**src/rtl/flash_read_arbiter.sv**
```systemverilog
// Round-robin arbiter giving two requesters one shared byte-wide flash reader.
// Each requester keeps the enable/ready handshake, and a stalled read times out.
module flash_read_arbiter #(
    parameter int          ADDR_W       = 11,
    parameter int unsigned TIMEOUT      = 4096,
    parameter logic [7:0]  TIMEOUT_BYTE = 8'hFF
) (
    input  logic              clk,
    input  logic              reset,
    input  logic              req0_en,
    input  logic [ADDR_W-1:0] req0_addr,
    output logic              req0_ready,
    output logic [7:0]        req0_data,
    input  logic              req1_en,
    input  logic [ADDR_W-1:0] req1_addr,
    output logic              req1_ready,
    output logic [7:0]        req1_data,
    output logic              flash_en,
    output logic [ADDR_W-1:0] flash_addr,
    input  logic              flash_ready,
    input  logic [7:0]        flash_data,
    output logic              timeout_err
);

    localparam int TW = (TIMEOUT > 1) ? $clog2(TIMEOUT + 1) : 1;
    localparam logic [TW-1:0] TLAST = TW'(TIMEOUT - 1);

    typedef enum logic [1:0] {IDLE, WAIT_START, WAIT_DONE, HOLD} state_t;

    state_t            state, state_next;
    logic              grant, grant_d;
    logic              last_grant, last_grant_d;
    logic              aborted, aborted_d;
    logic [TW-1:0]     tcount, tcount_d;
    logic [1:0]        served, served_d;
    logic [1:0]        en, deliver, ready_d;
    logic [7:0]        dbyte, data0_d, data1_d;
    logic              flash_en_d, timeout_err_d;
    logic [ADDR_W-1:0] flash_addr_d;
    logic              gnt_en, pick, complete, expire;

    assign en       = {req1_en, req0_en};
    assign gnt_en   = grant ? req1_en : req0_en;
    assign pick     = (req0_en && req1_en) ? ~last_grant : req1_en;
    assign complete = (state == WAIT_DONE) && flash_ready;
    assign expire   = (TIMEOUT != 0) && ((state == WAIT_START) || (state == WAIT_DONE))
                      && (tcount == TLAST) && !complete;

    always_ff @(posedge clk) begin : state_register
        if (reset) begin
            state       <= IDLE;
            grant       <= 1'b0;
            last_grant  <= 1'b1;
            aborted     <= 1'b0;
            tcount      <= '0;
            served      <= '0;
            flash_en    <= 1'b0;
            flash_addr  <= '0;
            req0_ready  <= 1'b1;
            req1_ready  <= 1'b1;
            req0_data   <= '0;
            req1_data   <= '0;
            timeout_err <= 1'b0;
        end else begin
            state       <= state_next;
            grant       <= grant_d;
            last_grant  <= last_grant_d;
            aborted     <= aborted_d;
            tcount      <= tcount_d;
            served      <= served_d;
            flash_en    <= flash_en_d;
            flash_addr  <= flash_addr_d;
            req0_ready  <= ready_d[0];
            req1_ready  <= ready_d[1];
            req0_data   <= data0_d;
            req1_data   <= data1_d;
            timeout_err <= timeout_err_d;
        end
    end

    always_comb begin : next_state_logic
        state_next = state;
        unique case (state)
            IDLE:       if (req0_en || req1_en) state_next = WAIT_START;
            WAIT_START: if (expire) state_next = HOLD;
                        else if (!flash_ready) state_next = WAIT_DONE;
            WAIT_DONE:  if (complete || expire) state_next = HOLD;
            // an aborted or timed-out read may still be busy downstream
            HOLD:       if (flash_ready && (aborted || !gnt_en)) state_next = IDLE;
            default:    state_next = IDLE;
        endcase
    end

    always_comb begin : output_logic
        flash_en_d    = flash_en;
        flash_addr_d  = flash_addr;
        grant_d       = grant;
        last_grant_d  = last_grant;
        aborted_d     = aborted;
        tcount_d      = tcount;
        timeout_err_d = timeout_err;
        deliver       = '0;
        dbyte         = flash_data;
        unique case (state)
            IDLE: begin
                if (req0_en || req1_en) begin
                    grant_d      = pick;
                    last_grant_d = pick;
                    flash_addr_d = pick ? req1_addr : req0_addr;
                    flash_en_d   = 1'b1;
                    tcount_d     = '0;
                    aborted_d    = 1'b0;
                end
            end
            WAIT_START, WAIT_DONE: begin
                if (TIMEOUT != 0) tcount_d = tcount + TW'(1);
                if (!gnt_en) aborted_d = 1'b1;
                if (complete || expire) begin
                    flash_en_d     = 1'b0;
                    deliver[grant] = gnt_en && !aborted;
                end
                if (expire) begin
                    timeout_err_d = 1'b1;
                    dbyte         = TIMEOUT_BYTE;
                end
            end
            default: ;
        endcase
        // served keeps ready high after delivery until the requester lets go
        served_d = en & (deliver | served);
        ready_d  = ~en | deliver | served;
        data0_d  = deliver[0] ? dbyte : req0_data;
        data1_d  = deliver[1] ? dbyte : req1_data;
    end

endmodule
```
**config.mk**
```make
export PLATFORM = sky130hd
export DESIGN_NAME = flash_read_arbiter
export DESIGN_NICKNAME = d
export VERILOG_FILES = /design/src/rtl/flash_read_arbiter.sv
export SDC_FILE = /design/constraint.sdc
export NUM_CORES = 1
export LEC_CHECK = 0
export ABC_AREA = 1
export ABC_CLOCK_PERIOD_IN_PS = 2220
export CAP_MARGIN = 5
export CORE_ASPECT_RATIO = 0.8
export CORE_MARGIN = 3
export CORE_UTILIZATION = 55
export CTS_CLUSTER_DIAMETER = 60
export CTS_CLUSTER_SIZE = 30
export DETAILED_ROUTE_END_ITERATION = 8
export DONT_BUFFER_PORTS = 1
export PLACE_DENSITY = 0.7
export SLEW_MARGIN = 20
export SYNTH_ARGS = -nofsm -noshare
export SYNTH_HDL_FRONTEND = slang
export SYNTH_SLANG_ARGS = --single-unit
```
**constraint.sdc**
```tcl
create_clock -name clk -period 2.22 [get_ports clk]
set_input_delay 0.444 -clock clk [delete_from_list [all_inputs] [get_ports clk]]
set_output_delay 0.444 -clock clk [all_outputs]
set_load 0.02 [all_outputs]
```
* Word level (Yosys, flattened, before mapping)
Index checks and enable logic that the tools add are counted.
Storage, ports and cells: register bits 51, bits of input ports 35, output and inout bits 31, logic and storage cells 79
Cells by class: add/sub/neg operators 1, order comparisons 2, equal/unequal tests 10, muxes and demuxes 23, bitwise gates (word level) 7, reductions and logical operators 23
Operator list (count):
- $pmux W13 S2 | 1
- $mux W8 | 2
- $mux W2 | 7
- $add A13 B1 Y13 const B | 1
- $eq A13 B12 Y1 const B | 1
- $mux W13 | 1
- $mux W11 | 1
- $ne A2 B2 Y1 const B | 4
- $pmux W2 S4 | 1
- $logic_and A1 B1 Y1 | 7
- $mux W1 | 7
- $or A2 B2 Y2 | 3
- $reduce_and A2 Y1 | 3
- $reduce_and A3 Y1 | 2
- $and A2 B2 Y2 | 2
- $eq A2 B2 Y1 const B | 2
- $logic_or A1 B1 Y1 | 4
- $pmux W1 S2 | 2
- $reduce_and A4 Y1 | 1
- $logic_not A1 Y1 | 3
- $ne A3 B3 Y1 const B | 1
- $eq A2 B1 Y1 const B | 1
- $logic_not A2 Y1 | 1
- $lt A1 B2 Y1 const B | 1
- other kinds (7) | 7

* Longest topological paths before layout
depth after elaboration 9, mapped depth 12, depth with buffers taken out 11

* Worst setup path after synthesis
OpenSTA, ideal clock, no wires.
path type flip-flop to flip-flop, from reg state[0], to reg req1_data[0], library setup time 113 ps, arrival time 1643 ps, required time 2107 ps, path slack 464 ps, stages on the path, launching flop included 12, path buffers 2, period minus slack after synthesis 1756 ps, path through dfxtp_1 > inv_1 > ha_1 > buf_4 > nand3_2 > nor2_2 > nand3_2 > nand2_4 > nand4_4 > buf_6 > nor2_1 > nor2_1
On the way: word-level cells in the longest chain between the ends 7, elaborated cells on any way between the ends 13, those cells by class eq/ne: 2; mux: 4; reduce/logical: 7
Ends and longest elaborated chain:
- start, declared | line 30 | state_t state, state_next;
- start signal, assigned | line 65 | state <= state_next;
- $eq A2 B1 Y1 or $eq A2 B2 Y1 (tied branches) | line 46, 104, 45
- $logic_or A1 B1 Y1 or $logic_and A1 B1 Y1 (tied branches) | line 46, 45
- $logic_and A1 B1 Y1 or $logic_not A1 Y1 (tied branches) | line 47 | && (tcount == TLAST) && !complete;
- $logic_and A1 B1 Y1 | line 47
- $logic_or A1 B1 Y1 | line 118 | if (complete || expire) begin
- $mux W2 | line 118
- $mux W2 | line 104 | unique case (state)
- end signal, assigned | line 76 | req1_data <= data1_d;
- end, declared | line 17 | output logic [7:0] req1_data,
Parallel ways exist; a longest one is shown, timed or not. A chain may end at the register's enable or synchronous reset.

* Final worst setup path
from reg state[0], to reg tcount[11]
On the way: word-level cells in the longest chain between the ends 4, elaborated cells on any way between the ends 8, those cells by class eq/ne: 3; mux: 1; reduce/logical: 4
Ends and longest elaborated chain:
- $eq A2 B2 Y1 or $eq A2 B1 Y1 (tied branches) | line 104
- $reduce_or A2 Y1 | line 104
- $reduce_bool A2 Y1 (no line)
- $reduce_and A2 Y1 (no line)
- end signal, assigned | line 69 | tcount <= tcount_d;
- end, declared | line 34 | logic [TW-1:0] tcount, tcount_d;
Parallel ways exist; a longest one is shown, timed or not.

==> Implementation_results.wiki <==
{| class="wikitable"
! Metric !! Value
|-
| Status || finished clean
|-
| Length in cells of the worst reg-to-reg path || 9
|-
| Synth cell types || 26
|-
| PD cells || 1040 nW/um2
|-
| Clk pin slew, worst setup/hold paths || 0.10 ns
|-
| Cell accounting for the most synthesized area || sky130_fd_sc_hd__dfxtp_1
|-
| Portion of synthesized cell area occupied by the leading cell type || 0.426
|-
| Utilization after layout || 0.640
|-
| Measured slew at the worst slew-check pin || 0.406 ns
|-
| CTS buffer count || 5
|-
| Commonest cells after routing, fill and taps aside || 102 x sky130_fd_sc_hd__nand2_1, 51 x sky130_fd_sc_hd__dfxtp_1, 49 x sky130_fd_sc_hd__nor2_1
|-
| Initial antenna violation count || 0
|-
| Biggest area contributors in the synthesized netlist || sky130_fd_sc_hd__dfxtp_1 43%, sky130_fd_sc_hd__nand2_1 16%, sky130_fd_sc_hd__nor2_1 7.7%
|-
| Type of the worst setup path || reg2reg
|-
| Sum of routed wire length over all layers || ~4800 um
|-
| Die X-Extent || between 70 and 80 um
|-
| Synthesis-to-layout area growth || 6.83%
|-
| Number of primary I/O pins || 66
|-
| Fraction of final layout cells with drive strength greater than 1 || 0.0971
|-
| Worst supply voltage drop on vdd || 0.588 mV
|-
| CTS root buf || sky130_fd_sc_hd__clkbuf_8
|-
| Area post-placement || about 2400 um2
|-
| Worst endpoint data arrival time || about 2.2 ns
|-
| CP Capture Type || register
|-
| WP data required || approximately 2.4 ns
|-
| Final count of negative-setup-slack endpoints || 0
|-
| Most common library cell in the layout ignoring fill and taps || sky130_fd_sc_hd__nand2_1
|-
| First-pass detailed-route iteration total || 4
|-
| Initial standard-cell utilization of the core || 0.599
|-
| Setup repair after global routing missed its margin || no
|-
| Detailed Place HPWL || approximately 3600 um
|-
| Setup Skew || around 0.013 ns
|-
| Place WS || around 0.28 ns
|-
| Die ar. || between 5000 and 6000 um2
|-
| Synthesized area divided by synthesized cell count || roughly 6.9 um2
|-
| Placement row count || 20
|-
| Total congestion overflow || 0
|-
| Antenna violation net count after detailed routing || 0
|-
| Resized Gates After CTS || 0
|-
| Clock insertion delay at the later pin of the skew report || 0.30 ns
|-
| Antenna cell count || 0
|-
| Max transition margin || 0.729
|-
| Final critical delay including setup and external delays || roughly 2.0 ns
|-
| Number of nets in the final layout || a little under 400
|-
| Gate Count Post-Synth || 348
|-
| Pin count of the biggest net entering global routing || 35
|-
| Cells after DPL || 397
|-
| Sequential area share after synthesis || 0.426
|-
| Clock tree from TritonCTS || built
|-
| Final instance area || between 2000 and 3000 um2
|-
| Synthesized net count || about 390
|-
| Global-route usage over all layers || 0.191
|-
| Hold Crit Class || in2reg
|-
| Static Leakage || approximately 0.0012 uW
|-
| Final WS setup || roughly 0.25 ns
|-
| Fmax || 507 MHz
|-
| Worst hold stages || 1
|-
| Vias per inst || a little over 5
|-
| Warnings, synthesis || 0
|-
| Post-synthesis instance area || around 2400 um2
|-
| Routed vias || slightly above 2000
|-
| Max-cap check violation count || 0
|-
| Hold Vio Cnt, Final || 0
|-
| Number of global-route vias before repair || approximately 1800
|-
| Port Buffer Count || 0
|-
| Initial DRC count || 119
|-
| Number of synthesized register bits || between 50 and 60
|-
| Core region area || around 4000 um2
|-
| Routed length per placed instance || roughly 12 um
|-
| DRC violation count after routing || 0
|-
| Total setup buffers inserted after CTS || 0
|-
| First-pass GRT wire length || 7980 um
|-
| Total clock sinks || a little over 50
|-
| Die H || between 60 and 70 um
|-
| Number of standard cells in the layout, taps in and fillers out || around 400
|-
| Sum Neg Setup Slack || 0 ns
|-
| Share of the cycle needed by the critical path after routing || 0.888
|-
| Buffer levels on the longest clock path || 2
|-
| CTS hold repair buffers || 0
|-
| Number of max-slew violations in the final report || 0
|-
| Largest fanout of any net on the critical path || 8
|-
| Worst setup SP type || register
|-
| Number of inserted filler cells in the final layout || between 300 and 400
|-
| RD Place Congestion || approximately 0.9
|-
| H-tree levels || 2
|}
critical path, stage by stage, from the launching register on:
cell and delay (ns):
sky130_fd_sc_hd__dfxtp_1 0.40, sky130_fd_sc_hd__inv_1 0.11, sky130_fd_sc_hd__ha_1 0.40, sky130_fd_sc_hd__inv_2 0.08
sky130_fd_sc_hd__o21ai_2 0.31, sky130_fd_sc_hd__nand4_1 0.23, sky130_fd_sc_hd__nor2_1 0.18, sky130_fd_sc_hd__nand2_1 0.06
sky130_fd_sc_hd__nand2_1 0.06, sky130_fd_sc_hd__nor2_1 0.04
synthesized netlist by cell type, drive strengths merged:
master,n
nor3b,1
nand4,7
dfxtp,51
and3,1
a211oi,2
ha,5
xor2,1
nor3,3
inv,52
nor2,51
o21ai,20
nand3,11
clkbuf,5
nand2,103
a21oi,17
buf,7
a31oi,11
cells by family (layout without fill, tap and decap cells):
logic type,Yosys count,in the layout,share of synthesized area
flip-flops,51,51,0.426
AO/OA/AOI/OAI,50,50,0.115
buffers and inverters,64,66,0.111
adder cells (fa/ha/maj),5,5,0.0261
AND/OR/NAND/NOR,177,177,0.318
XOR/XNOR,1,1,0.00365
worst paths after layout:
kind / from / end / slack [ns]
max: state[0] / tcount[11] / 0.25
min: reset / tcount[1] / 0.19
max reg2reg: state[0] / tcount[11] / 0.25
min reg2reg: served[0] / served[0] / 0.46
final cells by class:
type,count,area [um2],share of cell area
multi-input combinational,233,1110,0.434
sequential,51,1020,0.398
inverter,52,195,0.0762
clock buffer,6,82.6,0.0322
tap,55,68.8,0.0269
timing repair buffer,6,45.0,0.0176
clock inverter,2,38.8,0.0151
metrics by stage:
stage | power, uW | hold slack (ns)
after floorplan | 1850 | 0.424
after detailed placement | 2000 | 0.442
after CTS | 2680 | 0.186
after global routing | 2830 | 0.175
after global placement | 1990 | 0.436
final | 2670 | 0.194
power by group:
group	internal, uW	leakage (uW)	switching (uW)
clock network	371	0.0000618	308
logic	250	0.000713	472
registers	1050	0.000416	214
total	1670	0.00119	993
flip-flops by register name, summed over array words and instances, names as in the netlist:
register and count:
tcount 13, flash_addr 11, req0_data 8, req1_data 8
served 2, state 2, aborted 1, flash_en 1
grant 1, last_grant 1, req0_ready 1, req1_ready 1
timeout_err 1
metal layers:
metal	up-vias	share of wire	GRT usage
met5	-	0	0
met4	0	0.0027	0.0316
met3	2	0.10	0.0583
met2	77	0.41	0.284
met1	868	0.49	0.274
li1	1092	-	-
Note: power is estimated with default switching activity, not from simulation.
